File: config.mk
export PLATFORM = sky130hd
export DESIGN_NAME = lfsr_prng_sched
export DESIGN_NICKNAME = d
export VERILOG_FILES = /design/src/rtl/lfsr_prng_sched.sv
export SDC_FILE = /design/constraint.sdc
export NUM_CORES = 1
export LEC_CHECK = 0
export ABC_AREA = 1
export CAP_MARGIN = 40
export CORE_UTILIZATION = 44
export DETAILED_ROUTE_END_ITERATION = 8
export PLACE_DENSITY = 0.87
export SETUP_SLACK_MARGIN = 0.3
export SLEW_MARGIN = 20
export SYNTH_ARGS = -nofsm -noshare
export SYNTH_HDL_FRONTEND = slang
export SYNTH_SLANG_ARGS = --single-unit
File: constraint.sdc
create_clock -name clk -period 2.05 [get_ports clk]
set_input_delay 0.5125 -clock clk [delete_from_list [all_inputs] [get_ports clk]]
set_output_delay 0.5125 -clock clk [all_outputs]
set_load 0.01 [all_outputs]
File: src/rtl/lfsr_prng_sched.sv
// Purpose     : seed/warm-up sequencer for an external 16b+8b LFSR pair; shares word upper[7:0]^lower round-robin.
// Latency     : gnt/rnd_data registered, one cycle after the request is sampled in SERVE.
// Backpressure: requesters hold req until granted; at most one grant (one LFSR step) per cycle.
// Ports: clk, rst_n (synchronous, active-low); reseed + seed_up_in/seed_dn_in restart the seed sequence;
//   lfsr_up_q/lfsr_dn_q observe the LFSR pair, lfsr_load/lfsr_step/lfsr_up_seed/lfsr_dn_seed drive it;
//   req -> gnt/rnd_data/rnd_valid; ready (serving), served_cnt (words since last seed load, wraps).
// Option: define PRNG_LOCKUP_DETECT_EN to add zero-state/zero-seed recovery and the sticky lockup_seen output.
module lfsr_prng_sched #(
   parameter int unsigned NREQ        = 4,
   parameter int unsigned WARMUP      = 16,
   parameter logic [15:0] SEED_UP_RST = 16'h0005,
   parameter logic [7:0]  SEED_DN_RST = 8'h0E
) (
   input  logic            clk,
   input  logic            rst_n,
   input  logic            reseed,
   input  logic [15:0]     seed_up_in,
   input  logic [7:0]      seed_dn_in,
   input  logic [15:0]     lfsr_up_q,
   input  logic [7:0]      lfsr_dn_q,
   output logic            lfsr_load,
   output logic            lfsr_step,
   output logic [15:0]     lfsr_up_seed,
   output logic [7:0]      lfsr_dn_seed,
   input  logic [NREQ-1:0] req,
   output logic [NREQ-1:0] gnt,
   output logic [7:0]      rnd_data,
   output logic            rnd_valid,
   output logic            ready,
   output logic [15:0]     served_cnt
`ifdef PRNG_LOCKUP_DETECT_EN
   ,
   output logic            lockup_seen
`endif
);

   localparam int unsigned PW        = $clog2(NREQ);
   localparam logic [7:0]  WARM_LAST = 8'(WARMUP - 1);

   typedef enum logic [1:0] {IDLE, LOAD, WARM, SERVE} state_t;

   state_t          state_q, state_d;
   logic [7:0]      warm_cnt;
   logic [PW-1:0]   ptr;        // first index searched at the next decision
   logic [15:0]     seed_up;
   logic [7:0]      seed_dn;

   logic            restart;    // reseed honoured this cycle
   logic            lock_hit;
   logic            grant_go;
   logic            hi_vld;
   logic [PW-1:0]   hi_idx, lo_idx, pick, ptr_nx;
   logic [NREQ-1:0] pick_oh;

   assign restart = reseed && (state_q != IDLE);

`ifdef PRNG_LOCKUP_DETECT_EN
   assign lock_hit = (state_q == SERVE) && ((lfsr_up_q == 16'h0000) || (lfsr_dn_q == 8'h00));
`else
   assign lock_hit = 1'b0;
`endif

   // Round-robin: lowest requester at or above ptr wins; otherwise wrap to the
   // lowest requester overall. Descending scan leaves the lowest match last.
   always_comb begin
      hi_vld = 1'b0;
      hi_idx = '0;
      lo_idx = '0;
      for (int i = int'(NREQ) - 1; i >= 0; i--) begin
         if (req[i]) begin
            lo_idx = PW'(i);
            if (PW'(i) >= ptr) begin
               hi_vld = 1'b1;
               hi_idx = PW'(i);
            end
         end
      end
      pick    = hi_vld ? hi_idx : lo_idx;
      ptr_nx  = (pick == PW'(NREQ - 1)) ? '0 : pick + PW'(1);
      pick_oh = '0;
      pick_oh[pick] = 1'b1;
   end

   always_comb begin
      state_d   = state_q;
      lfsr_step = 1'b0;
      grant_go  = 1'b0;
      case (state_q)
         IDLE: state_d = LOAD;
         LOAD: state_d = WARM;
         WARM: begin
            lfsr_step = 1'b1;
            if (warm_cnt == WARM_LAST) state_d = SERVE;
         end
         SERVE: begin
            if (lock_hit) begin
               state_d = LOAD;
            end else if ((|req) && !reseed) begin
               // A reseed in the same cycle drops the decision entirely, so
               // the LFSRs are not stepped either; they get reloaded anyway.
               grant_go  = 1'b1;
               lfsr_step = 1'b1;
            end
         end
         default: state_d = IDLE;
      endcase
      if (restart) state_d = LOAD;
   end

   always_ff @(posedge clk) begin
      if (!rst_n) begin
         state_q    <= IDLE;
         warm_cnt   <= '0;
         ptr        <= '0;
         seed_up    <= SEED_UP_RST;
         seed_dn    <= SEED_DN_RST;
         gnt        <= '0;
         rnd_data   <= '0;
         served_cnt <= '0;
`ifdef PRNG_LOCKUP_DETECT_EN
         lockup_seen <= 1'b0;
`endif
      end else begin
         state_q <= state_d;
         gnt     <= '0;

         if (state_q == LOAD) begin
            warm_cnt   <= '0;
            ptr        <= '0;
            served_cnt <= '0;
         end else if (state_q == WARM) begin
            warm_cnt <= warm_cnt + 8'd1;
         end

         if (grant_go) begin
            gnt        <= pick_oh;
            rnd_data   <= lfsr_up_q[7:0] ^ lfsr_dn_q;
            served_cnt <= served_cnt + 16'd1;
            ptr        <= ptr_nx;
         end

         if (restart) begin
            served_cnt <= '0;
`ifdef PRNG_LOCKUP_DETECT_EN
            // Zero seeds would park the LFSRs; substitute the reset seeds at
            // latch time so LOAD already presents the safe values.
            seed_up <= (seed_up_in == 16'h0000) ? SEED_UP_RST : seed_up_in;
            seed_dn <= (seed_dn_in == 8'h00) ? SEED_DN_RST : seed_dn_in;
            if ((seed_up_in == 16'h0000) || (seed_dn_in == 8'h00)) lockup_seen <= 1'b1;
`else
            seed_up <= seed_up_in;
            seed_dn <= seed_dn_in;
`endif
         end
`ifdef PRNG_LOCKUP_DETECT_EN
         else if (lock_hit) begin
            seed_up     <= SEED_UP_RST;
            seed_dn     <= SEED_DN_RST;
            lockup_seen <= 1'b1;
         end
`endif
      end
   end

   assign lfsr_load    = (state_q == LOAD);
   assign lfsr_up_seed = seed_up;
   assign lfsr_dn_seed = seed_dn;
   assign rnd_valid    = |gnt;
   assign ready        = (state_q == SERVE);

endmodule

# After elaboration in Yosys (flattened, before gate mapping)
# Index checks and enable logic that the tools add are counted.
[totals] regBits=64 out_inout_bits=56 wordCells=77
[op_classes] addsub=3 order_cmp=6 eq_ne=8 muxes=34 bitwise_logic=3 reduce_logical=14
[op_table] cell="$mux 2" count=17
[op_table] cell="$mux 16" count=2
[op_table] cell="$add 16x1->16 const B" count=1
[op_table] cell="$mux 1" count=12
[op_table] cell="$add 8x1->8 const B" count=1
[op_table] cell="$eq 8x4->1 const B" count=1
[op_table] cell="$reduce_or 4->1" count=2
[op_table] cell="$xor 8x8->8" count=1
[op_table] cell="$eq 2x2->1 const B" count=3
[op_table] cell="$pmux 2 s3" count=1
[op_table] cell="$reduce_and 2->1" count=3
[op_table] cell="$ge 1x2->1 const A" count=2
[op_table] cell="$ge 2x2->1 const A" count=2
[op_table] cell="$reduce_bool 2->1" count=2
[op_table] cell="$reduce_or 2->1" count=2
[op_table] cell="$logic_and 1x1->1" count=3
[op_table] cell="$lt 2x3->1 const B" count=1
[op_table] cell="$ne 3x3->1 const B" count=1
[op_table] cell="$add 2x1->2 const B" count=1
[op_table] cell="$demux 1 s2" count=1
[op_table] cell="$eq 2x1->1 const B" count=1
[op_table] cell="$ge 2x1->1 const B" count=1
[op_table] cell="$logic_not 2->1" count=1
[op_table] cell="$ne 2x1->1 const B" count=1
[op_table] cell="4 further kinds" count=5

# Depth between registers and ports, before layout
[depth] depth_word=14 ltp_mapped=10 ltp_nobuf=9

# Worst setup path before layout
# No wires, ideal clock.
[synth_timing] path_kind="reg-to-output" from="register state_q[0]" to="output port lfsr_step" arrival_ns=1.118 t_required_ns=1.537 slack_ns=0.419 stages_incl_launch_ff=7 n_path_buf=1 cell_sequence="dfxtp_1 -> ha_1 -> inv_1 -> nor2_1 -> nand2_2 -> buf_6 -> nand2_1"
[synth_via] elab_chain_len=2 elab_cells_between_ends=3 classes_between="2 x eq/ne; 1 x mux"
[synth_rtl] item="start: declaration" line="42" source="state_t state_q, state_d;"
[synth_rtl] item="start signal: assignment" line="124" source="state_q <= state_d;"
[synth_rtl] item="$eq 2x2->1"
[synth_rtl] item="named net ready" line="29" source="output logic ready,"
[synth_rtl] item="$pmux 1 s2" line="88" source="case (state_q)"
[synth_rtl] item="end: declaration" line="22" source="output logic lfsr_step,"
# The timed path passes the listed nets, and every way through them passes these cells.

# Worst setup path after layout
[layout_timing] from="register gnt[2]" to="output port rnd_valid"
[layout_via] elab_chain_len=1
[layout_rtl] item="start: declaration" line="26" source="output logic [NREQ-1:0] gnt,"
[layout_rtl] item="start signal: assignment" line="136" source="gnt <= pick_oh;"
[layout_rtl] item="$reduce_or 4->1" line="168" source="assign rnd_valid = |gnt;"
[layout_rtl] item="end: declaration" line="28" source="output logic rnd_valid,"
# Every way passes these cells.

==> impl_results.md <==
- Outcome: finished clean
- Syn Nets: 473
- Critical Path RT: ~1500 ps
- Worst Skew: 9.51 ps
- Critical-path cell list: or4_1 -> buf_2
- Starting density of the core: 46.1%
- Max Transition Viols Final: 0
- CTS tree: yes
- Switch share: 33.1%
- PD cells: ~940 mW/mm2
- CTS root buf: clkbuf_8
- Critical-path maximum fanout: 2
- Layout area overhead: 48.7%
- Minimum clock period: roughly 1800 ps
- Crit Path Category: flop to primary output
- Most frequent cells in the layout: nand2_1, nor2_1, dfxtp_1, clkdlybuf4s50_1, o21ai_0
- PortBufs: 102
- Yosys cell types: 27
- Placed cell count: ~600
- Final instance area: 0.00438 mm2
- Buf/Inv on CP: 1
- Antenna-violating nets left: 0
- Largest stage delay, worst path: 500 ps
- Largest net degree at the start of global routing: 34
- Seq pwr share: 37.5%
- FF-to-FF Start: state_q[1]$_SDFFE_PP0P_
- Post-Syn Area per Cell: roughly 7.2 um2
- Row count: 29
- H-Tree Depth: 3
- Worst hold stages: 2
- Most common cell after layout, fill and taps aside: nand2_1
- Worst hold slack: between 400 and 500 ps
- Period utilisation layout: about nine tenths
- DR pass1 iterations: 4
- First-pass GRT wire length: approximately 13 mm
- DP Area: about 0.0041 mm2
- CORE AREA: approximately 0.0064 mm2
- Non-Filler Instances: ~610
- Drt initial violations: 143
- WL final: between 7 and 8 mm
- Maxcap violations: 0
- Levels on crit path: 2
- RR Endpoint: rnd_data[5]$_SDFFE_PN0P_
- Hold Path Sink: lfsr_dn_seed[1]$_SDFFE_PN1P_
- # IOs: 111
- Fraction of layout instances using a drive strength above 1: approximately an eighth
- Global placer's final weighted congestion: roughly 0.83
- Int Pwr: approximately 2.8 mW
- Clock-pin transition on the worst setup and hold timing paths: 70 ps
- Register bit total from synthesis: 64
- Clock tree buffer depth: 2
- GRT overflow: 0
- Crit. End Element: primary output
- Combinational power share: 33.2%
- Worst Path Arrival: ~1300 ps
- R2R depth: 10
- CTS Buf Count: 9
- YS warnings: 0
- Sequential fraction of the synthesis area: between 40% and 50%
- Sw power: between 1 and 1.5 mW
- Hold Path Class: flop to flop
- Initial antenna violation count: 0
- Final setup vio count: 0
- Reg2reg setup slack: around 430 ps
- Worst VDD drop: 737 uV
- Final net count: approximately 590
- Wire per inst: about 13 um
- Final HPWL DP: approximately 5.4 mm
- Crit-path slowest cell: or4_1
- Relative slew slack: a little over two thirds
- Hold Fails Final Rpt: 0
- N_diodes: 0
- Final Util: between 60% and 70%
- Total number of vias: 3052
- Worst Setup Start Kind: flop
- Cell family with most CP delay: simple AND/OR/NAND/NOR gates
- Gr usage total: between 20% and 30%
- Synthesized instance count: a little over 400
- Number of global-route vias before repair: slightly below 3000
- Die area: roughly 0.0070 mm2
- Clock Power Share: 29.3%
- Die Y: ~84 um
- RSZ-0062 raised after global routing: true
- Least-Margin Pin Slew: ~450 ps
- CTS sink cnt: 64
- Die W: between 80 and 90 um
- Drt drc: 0
- Hold Startpoint: lfsr_dn_seed[1]$_SDFFE_PN1P_
- Clk_lat worst skew: 350 ps
- Synthesized area: a little under 0.003 mm2
- Vias per cell: just over 5
- Fmax achieved: between 500 and 600 MHz
- Leakage power total: about 2.2 nW
==> cell usage after synthesis, drive strengths merged <==
cell	n	area share, %
nor2	82	11
nand2	81	11
dfxtp	64	44
o21ai	45	7.7
inv	39	5.0
a21oi	30	5.1
nand3	20	3.4
ha	11	4.7
xnor2	8	2.4
buf	7	2.1
nor3	6	1.2
clkbuf	5	0.64
a211oi	2	0.51
a22oi	2	0.51
a21boi	1	0.26
a31oi	1	0.21
and3	1	0.21
nand3b	1	0.26
or4	1	0.26
==> state kept, by name, summed over array words and instances, names as in the netlist <==
name / flops
lfsr_up_seed: 16
warm_cnt: 8
served_cnt: 16
gnt: 4
lfsr_dn_seed: 8
ptr: 2
rnd_data: 8
state_q: 2
==> layout make-up <==
class | count | area (um2)
fillers | 518 | 2010
multi-input cells | 292 | 1450
flip-flops and latches | 64 | 1300
repair buffers | 117 | 1160
inverters | 39 | 150
clock buffers | 11 | 141
well taps | 77 | 96.3
clock inverters | 5 | 80.1
==> power groups by stage <==
stage	clock network (mW)	registers (mW)	logic [mW]
CTS	1.23	1.55	1.36
global placement	0	1.55	1.35
detailed placement	0	1.55	1.38
finish	1.21	1.55	1.37
floorplan	0	1.62	0.659
global route	1.30	1.57	1.52
==> logic make-up (layout without fill, tap and decap cells) <==
family          after synthesis  in the layout  synth area share, %
fa+ha+maj                    11             11                 4.68
xor+xnor                      8              8                 2.38
compound gates               81             81                 14.2
simple gates                192            192                 27.4
flops                        64             64                 43.6
buf+inv                      51            172                 7.74
==> metal layers <==
layer  vias up  global-route usage, %  routed length [um]
met4         0                   7.09                 116
met1      1390                   25.0                3250
met3        15                   8.11                 550
li1       1537                      -                   -
met5         -                      0                   0
met2       110                   39.2                3950
==> timing repair <==
item / in CTS / in global routing
pin swaps: 6 / 1
setup buffers: 1 / 2
hold buffers: 0 / 0
gates resized for setup: 60 / 29
setup endpoints to repair: 30 / 36
cloned: 0 / 0
==> how the worst max path moves through the flow <==
stage	startpoint	end	slack (ps)
final	gnt[2]$_SDFF_PN0_	rnd_valid	240
after floorplan	state_q[0]$_SDFFE_PN0P_	lfsr_step	420
after global placement	req[1]	lfsr_step	-240
after global routing	gnt[2]$_SDFF_PN0_	rnd_valid	180
after detailed placement	req[1]	lfsr_step	-250
after CTS	state_q[0]$_SDFFE_PN0P_	lfsr_step	220
==> metrics by stage <==
step | total power [mW] | setup slack [ps] | setup TNS (ps)
final | 4.13 | 237 | 0
after global routing | 4.38 | 178 | 0
after CTS | 4.14 | 218 | 0
after detailed placement | 2.93 | -246 | -563
after global placement | 2.89 | -238 | -238
after floorplan | 2.28 | 419 | 0
==> worst min-delay path: cells and delay by family, from the launching register on <==
kind,cells,cell delay [ps]
flip-flops,1,330
AND/OR/NAND/NOR,2,100
Note: power is estimated with default switching activity, not from simulation.
